[src/rtl/ram_bank.sv]
// Single-port synchronous RAM bank with byte enables, registered read, range check and clear sweep.
// Build option: define RAM_BYPASS_EN for write-first same-address read+write (read-first otherwise).
module ram_bank #(
  parameter int unsigned DATA_W = 32,
  parameter int unsigned DEPTH  = 16,
  parameter int unsigned ADDR_W = 32
) (
  input  logic                clk,
  input  logic                reset,
  input  logic                read,
  input  logic                write,
  input  logic [ADDR_W-1:0]   address,
  input  logic [DATA_W-1:0]   data,
  input  logic [DATA_W/8-1:0] byte_en,
  output logic [DATA_W-1:0]   read_data,
  output logic                read_valid,
  output logic                addr_err,
  output logic                busy
);

  localparam int unsigned NumBytes = DATA_W / 8;
  localparam int unsigned IdxW     = (DEPTH > 1) ? $clog2(DEPTH) : 1;

  typedef enum logic [0:0] {StClear, StReady} state_e;

  logic [DATA_W-1:0] mem [DEPTH];

  state_e            state_q, state_d;
  logic [IdxW-1:0]   clr_idx_q, clr_idx_d;
  logic [DATA_W-1:0] read_data_q, read_data_d;
  logic              read_valid_q, read_valid_d;
  logic              addr_err_q, addr_err_d;

  logic              in_range;
  logic [IdxW-1:0]   word_idx;
  logic [DATA_W-1:0] old_word;
  logic [DATA_W-1:0] merged_word;
  logic [DATA_W-1:0] rd_word;
  logic              mem_we;
  logic [IdxW-1:0]   mem_idx;
  logic [DATA_W-1:0] mem_wdata;

  // Full-width compare so high address bits never alias into the array.
  assign in_range = (64'(address) < 64'(DEPTH));
  assign word_idx = IdxW'(address);
  assign old_word = mem[word_idx];

  always_comb begin
    merged_word = old_word;
    for (int i = 0; i < NumBytes; i++) begin
      if (byte_en[i]) begin
        merged_word[8*i +: 8] = data[8*i +: 8];
      end
    end
  end

`ifdef RAM_BYPASS_EN
  assign rd_word = write ? merged_word : old_word;
`else
  assign rd_word = old_word;
`endif

  always_comb begin
    state_d      = state_q;
    clr_idx_d    = clr_idx_q;
    read_data_d  = read_data_q;
    read_valid_d = 1'b0;
    addr_err_d   = 1'b0;
    mem_we       = 1'b0;
    mem_idx      = word_idx;
    mem_wdata    = merged_word;
    unique case (state_q)
      StClear: begin
        mem_we    = 1'b1;
        mem_idx   = clr_idx_q;
        mem_wdata = '0;
        clr_idx_d = clr_idx_q + IdxW'(1);
        if (clr_idx_q == IdxW'(DEPTH - 1)) begin
          state_d   = StReady;
          clr_idx_d = '0;
        end
      end
      StReady: begin
        mem_we     = write & in_range;
        addr_err_d = (read | write) & ~in_range;
        if (read) begin
          read_valid_d = 1'b1;
          read_data_d  = in_range ? rd_word : '0;
        end
      end
      default: state_d = StClear;
    endcase
  end

  always_ff @(posedge clk) begin
    if (reset) begin
      state_q      <= StClear;
      clr_idx_q    <= '0;
      read_data_q  <= '0;
      read_valid_q <= 1'b0;
      addr_err_q   <= 1'b0;
    end else begin
      state_q      <= state_d;
      clr_idx_q    <= clr_idx_d;
      read_data_q  <= read_data_d;
      read_valid_q <= read_valid_d;
      addr_err_q   <= addr_err_d;
    end
  end

  // Storage has no reset; it is only zeroed by the sweep.
  always_ff @(posedge clk) begin
    if (mem_we && !reset) begin
      mem[mem_idx] <= mem_wdata;
    end
  end

  assign read_data  = read_data_q;
  assign read_valid = read_valid_q;
  assign addr_err   = addr_err_q;
  assign busy       = (state_q == StClear);

endmodule

[config.mk]
export PLATFORM = sky130hd
export DESIGN_NAME = ram_bank
export DESIGN_NICKNAME = d
export VERILOG_FILES = /design/src/rtl/ram_bank.sv
export SDC_FILE = /design/constraint.sdc
export NUM_CORES = 1
export LEC_CHECK = 0
export ABC_CLOCK_PERIOD_IN_PS = 3700
export CORE_AREA = 2 2 165 231
export CTS_BUF_LIST = sky130_fd_sc_hd__clkbuf_8
export CTS_CLUSTER_SIZE = 25
export DETAILED_ROUTE_END_ITERATION = 10
export DIE_AREA = 0 0 167 233
export PLACE_DENSITY = 0.86
export SYNTH_ARGS = -nofsm -noshare
export SYNTH_HDL_FRONTEND = slang
export SYNTH_SLANG_ARGS = --single-unit
[constraint.sdc]
create_clock -name clk -period 3.7 [get_ports clk]
set_input_delay 0.37 -clock clk [delete_from_list [all_inputs] [get_ports clk]]
set_output_delay 0.37 -clock clk [all_outputs]
set_load 0.03 [all_outputs]
Word-level counts from Yosys, hierarchy flattened

Memories as Yosys holds them, arrays and structs flattened.
Cells that the tools add are included.

$add $sub $neg: 1
$lt $le $gt $ge: 1
Equality and inequality tests: 1
Mux-type cells: 14
Bitwise gates (word level): 5
Reductions and logical operators: 4

Operators by type and width:

| operator              | number |
|---|---|
| $mux W32              | 2 |
| $lt A32 B5 Y1 const B | 1 |
| $mux W8               | 4 |
| $mux W4               | 2 |
| $mux W1               | 5 |
| $add A4 B1 Y4 const B | 1 |
| $eq A4 B4 Y1 const B  | 1 |
| $and A1 B1 Y1         | 2 |
| $not A1 Y1            | 2 |
| $pmux W1 S2           | 1 |
| $reduce_and A2 Y1     | 1 |
| $reduce_or A2 Y1      | 1 |
| $logic_and A1 B1 Y1   | 1 |
| $logic_not A1 Y1      | 1 |
| $or A1 B1 Y1          | 1 |

Flip-flop bits (word level): 39
Bits in writable memories: 512
Output and inout port bits: 35
Word-level logic and storage cells: 32
Memories kept: 1

Memories:

| memory | words | bits a word | read ports | clocked after memory_dff | wr ports | RTL line | source |
|---|---|---|---|---|---|---|---|
| mem    | 16    | 32          | 1          | 0                        | 1        | 26       | `logic [DATA_W-1:0] mem [DEPTH];` |

Longest topological paths before layout

Depth after elaboration: 6
Gate-level depth with buffers: 9
Mapped depth without buffers: 5

Worst setup path before layout

Ideal clock, no wire load.

Path type: in2reg
Start point: input address[1]
End point: memory mem[0][0] (enable)
Setup time: 0.421 ns
Data arrival time: 2.892 ns
Slack: 0.387 ns
Stages on the path: 8
Buffers on the path: 5
Cell sequence: buf_4 buf_6 buf_8 buf_12 buf_6 o31ai_1 nand2_1 nor2_1

Longest elaborated chain between the ends: 6

Ends and longest elaborated chain:

| element                       | RTL line | source |
|---|---|---|
| start, declared               | 12       | `input logic [ADDR_W-1:0] address,` |
| $lt A32 B5 Y1                 | 44       | `assign in_range = (64'(address) < 64'(DEPTH));` |
| $and A1 B1 Y1                 | 84       | `mem_we = write & in_range;` |
| $pmux W1 S2                   | 72       | `unique case (state_q)` |
| $logic_and A1 B1 Y1           | 113      | `if (mem_we && !reset) begin` |
| $mux W1                       | 113      |  |
| $mux W1 (implied by the code) | 114      | `mem[mem_idx] <= mem_wdata;` |
| end, declared                 | 26       |  |

Several ways; a longest one is shown, not always the timed one.

Worst setup path after layout

Start point: register state_q
End point: register read_data_q[1], in the netlist read_data[1]

Longest elaborated chain between the ends: 1

Ends and longest elaborated chain:

| element                     | RTL line | source |
|---|---|---|
| start, declared             | 28       | `state_e state_q, state_d;` |
| start signal, assigned      | 97       | `state_q <= StClear;` |
| start signal, assigned      | 103      | `state_q <= state_d;` |
| $reduce_and A2 Y1 (no line) | --       |  |
| end signal, assigned        | 105      | `read_data_q <= read_data_d;` |
| end, declared               | 30       | `logic [DATA_W-1:0] read_data_q, read_data_d;` |

Every way passes these cells.
A chain may end at the register's enable or synchronous reset.

==> run_results.csv <==
group,metric,value,unit
worst_hold_path,min_to,"read_data[28]",
yosys,syn_area_per_cell,16.81,µm²
cells_and_area,nets,1579,
route,wl,53590,µm
sta,fmax,0.3486,GHz
clock_network,clockBufferDepth,3,
sta,hold_violations,0,
critical_path,crit_type,"flop to flop",
floorplanning,die_w,167,µm
sta,tns,0,ns
route,via_count,13050,
route,first_iter_violations,1501,
yosys,ys_ff_latch,551,
floorplanning,core-area,36660,µm²
sta,fin_crit_sh,77.53,%
cells_and_area,final.fill_count,2138,
route,avgViaCountPerCell,6.410,
clock_network,cts_buffers,77,
global_routing,grt_start_max_net_pins,72,
run_status,status,"finished, final reports clean",
yosys,synth_warnings,0,
floorplanning,die_h,233,µm
worst_hold_path,hold_depth,2,
critical_path,end_kind,"flop",
worst_hold_path,hold_path_startpoint,"read_data[28]",
sta,rsz0062_at_grt,"no",
critical_path,r2r_end,"read_data[1]",
yosys,synth.cell_area,22570,µm²
sta,slew_violations,0,
sta,min_period,2.869,ns
clock_network,h-tree-depth,3,
yosys,syn-num-nets,1416,
placement,dp_hpwl,29550,µm
worst_hold_path,min_path_type,"flop to flop",
sta,final.setup_skew,0.02748,ns
sta,maxSlewHeadroom,19.54,%
clock_network,holdBufCountCts,0,
pwr,ir_drop,0.3026,mV
critical_path,crit-reg2reg-launch,"state_q",
critical_path,path_max_fanout,32,
route,drc,0,
floorplanning,initial_core_util,61.57,%
global_routing,antenna_found_initial,1,
floorplanning,boundaryPins,107,
clock_network,clkTransAtPathRegs,0.06,ns
global_routing,grt_overflow,0,
critical_path,worstPathRequired,4.18,ns
global_routing,gr-usage-all-layers,28.00,%
floorplanning,fp-row-count,83,
clock_network,clkLatencyLatePin,0.65,ns
placement,gp_congestion,0.8012,
placement,portBuffers,106,
global_routing,grt_pass1_wl,80200,µm
sta,tightest_slew,1.205,ns
clock_network,cts_setup_buffers,0,
route,dr.pass1.iters,5,
global_routing,grt_pass1_vias,13540,
clock_network,post_cts_resized,0,
cells_and_area,final_cell_count_no_fill,2036,
cells_and_area,drive_gt1_share,19.77,%
yosys,synthCells,1343,
placement,place_ws,0.4869,ns
yosys,seq_area_frac_synth,71.58,%
sta,setup_viol,0,
pwr,p_leak,9.149,nW
critical_path,r2r_slack,0.83,ns
cells_and_area,fin_area,26040,µm²
critical_path,cp-start-kind,"flop",
placement,dp_cells,1894,
run,drv_cap,0,
floorplanning,die_area,38910,µm²
critical_path,crit_arrival,3.35,ns
sta,finalWorstSetupSlack,0.8314,ns
route,wl_per_cell,26.32,µm
clock_network,cts.sinks,551,
clock_network,ctsRootBufferMaster,"clkbuf_8",
clock_network,cts_tree,"yes",
critical_path,rr_worst_depth,4,
pwr,p_per_area,464.5,nW/µm²
placement,placed_area,24510,µm²
yosys,ys_types,50,
route,ant_nets,0,
cells_and_area,area_growth,15.37,%
## stage by stage
| stage | hold WS, ns | util, % | total power [mW] |
|---|---|---|---|
| final | 0.4549 | 71.03 | 12.09 |
| after global routing | 0.4870 | 71.03 | 12.44 |
| after CTS | 0.4562 | 71.02 | 12.13 |
| after detailed placement | 0.4422 | 66.87 | 7.635 |
| after global placement | 0.4506 | 66.87 | 7.613 |
| after floorplan | 0.5221 | - | 7.384 |
## registers in the layout, indices dropped and copies added (netlist names)
register,cells
addr_err,1
clr_idx_q,4
mem,512
read_data,32
read_valid,1
state_q,1
## cell type report
type	count	area, µm²	share of cell area, %
Timing Repair Buffer	163	1697	6.516
Multi-Input combinational cell	709	6061	23.28
Clock inverter	47	230.2	0.8841
Tap cell	467	584.3	2.244
Sequential cell	551	16160	62.04
Antenna cell	1	2.502	0.009610
Inverter	4	15.01	0.05766
Clock buffer	94	1294	4.969
## Yosys cell counts, drive strengths merged
| cell | number | share of area, % |
|---|---|---|
| edfxtp | 512 | 68 |
| nand2 | 143 | 2.4 |
| mux2i | 129 | 5.7 |
| mux2 | 128 | 6.4 |
| a22oi | 64 | 2.6 |
| nor2 | 60 | 1.0 |
| buf | 40 | 1.5 |
| clkbuf | 39 | 0.70 |
| dfxtp | 39 | 3.5 |
| o31ai | 33 | 1.1 |
| a21boi | 32 | 1.1 |
| mux4 | 32 | 3.2 |
| o211ai | 32 | 1.1 |
| nand3 | 8 | 0.18 |
| nor4 | 7 | 0.19 |
| and2 | 5 | 0.14 |
| a21oi | 4 | 0.089 |
| inv | 4 | 0.067 |
| nor2b | 4 | 0.11 |
| or2 | 4 | 0.11 |
| a21o | 2 | 0.067 |
| a31oi | 2 | 0.055 |
| and3 | 2 | 0.055 |
| nand2b | 2 | 0.055 |
| o21ai | 2 | 0.044 |
| a2111oi | 1 | 0.039 |
| a22o | 1 | 0.039 |
| a311oi | 1 | 0.039 |
| a32o | 1 | 0.044 |
| a41oi | 1 | 0.039 |
| and4 | 1 | 0.039 |
| ha | 1 | 0.055 |
| nand3b | 1 | 0.033 |
| nor3 | 1 | 0.022 |
| nor3b | 1 | 0.033 |
| o32ai | 1 | 0.072 |
| or3 | 1 | 0.028 |
| or3b | 1 | 0.039 |
| xnor2 | 1 | 0.039 |
## worst max-delay path by stage
| stage | end | start |
|---|---|---|
| finish | read_data[1] | state_q |
| global route | mem[12][28] | state_q |
| CTS | mem[12][29] | state_q |
| detailed placement | read_data[1] | address[20] |
| global placement | mem[7][13] | address[31] |
| floorplan | mem[0][0] | address[1] |
## kinds of logic (layout without fill, tap and decap cells)
kind of cell / count (synthesis) / count (layout) / share of synthesized area [%]
DFF: 551 / 551 / 71.58
muxes: 289 / 289 / 15.30
and+or+nand+nor: 241 / 241 / 4.413
AOI/OAI and AO/OA: 177 / 177 / 6.303
buffers and inverters: 83 / 308 / 2.306
adders and majority gates: 1 / 1 / 0.05543
xor gates and xnor gates: 1 / 1 / 0.03881
other: 0 / 1 / 0
## critical path, cell delays in order (launching register included)
cell and delay, ns:
dfxtp_1 0.62, buf_4 0.25, and3_1 0.23, nand3_2 0.93, o31ai_1 0.66
## cells in the final DEF, fill, tap and decap left out, types with 2 or more instances in the layout
| cell type | n |
|---|---|
| a21boi_1 | 23 |
| buf_2 | 2 |
| buf_4 | 40 |
| a22oi_1 | 45 |
| clkinvlp_4 | 4 |
| edfxtp_1 | 512 |
| a21boi_0 | 9 |
| clkinv_1 | 3 |
| or2_2 | 4 |
| clkinv_2 | 6 |
| nand3_1 | 7 |
| nor2b_1 | 2 |
| buf_12 | 17 |
| clkbuf_8 | 94 |
| o211ai_1 | 32 |
| clkdlybuf4s50_1 | 103 |
| nand2b_1 | 2 |
| nand2_1 | 143 |
| nor4_1 | 7 |
| a21oi_1 | 3 |
| nor2b_4 | 2 |
| mux2_2 | 63 |
| a21o_1 | 2 |
| mux2_1 | 65 |
| a31oi_1 | 2 |
| dfxtp_1 | 39 |
| mux2i_1 | 129 |
| and2_1 | 4 |
| o31ai_1 | 33 |
| nor2_4 | 17 |
| mux4_2 | 32 |
| and3_1 | 2 |
| inv_1 | 35 |
| nor2_1 | 43 |
| a22oi_2 | 19 |
## power by group
part	switching [mW]	internal, mW	leakage (nW)
Combinational	0.394	0.315	3.04
Clock	2.20	2.37	0.894
Sequential	0.0214	6.79	5.21
Total	2.62	9.48	9.15
## metal layers
layer  track usage (%)  vias to the layer above  routed length, µm
met2             46.91                      808              27100
met1             35.15                     6494              19030
li1                  -                     5596                  -
met5                 0                        -                  0
met4             13.71                        0               2172
met3             5.647                      152               5287
(Power assumes the default switching activity.)
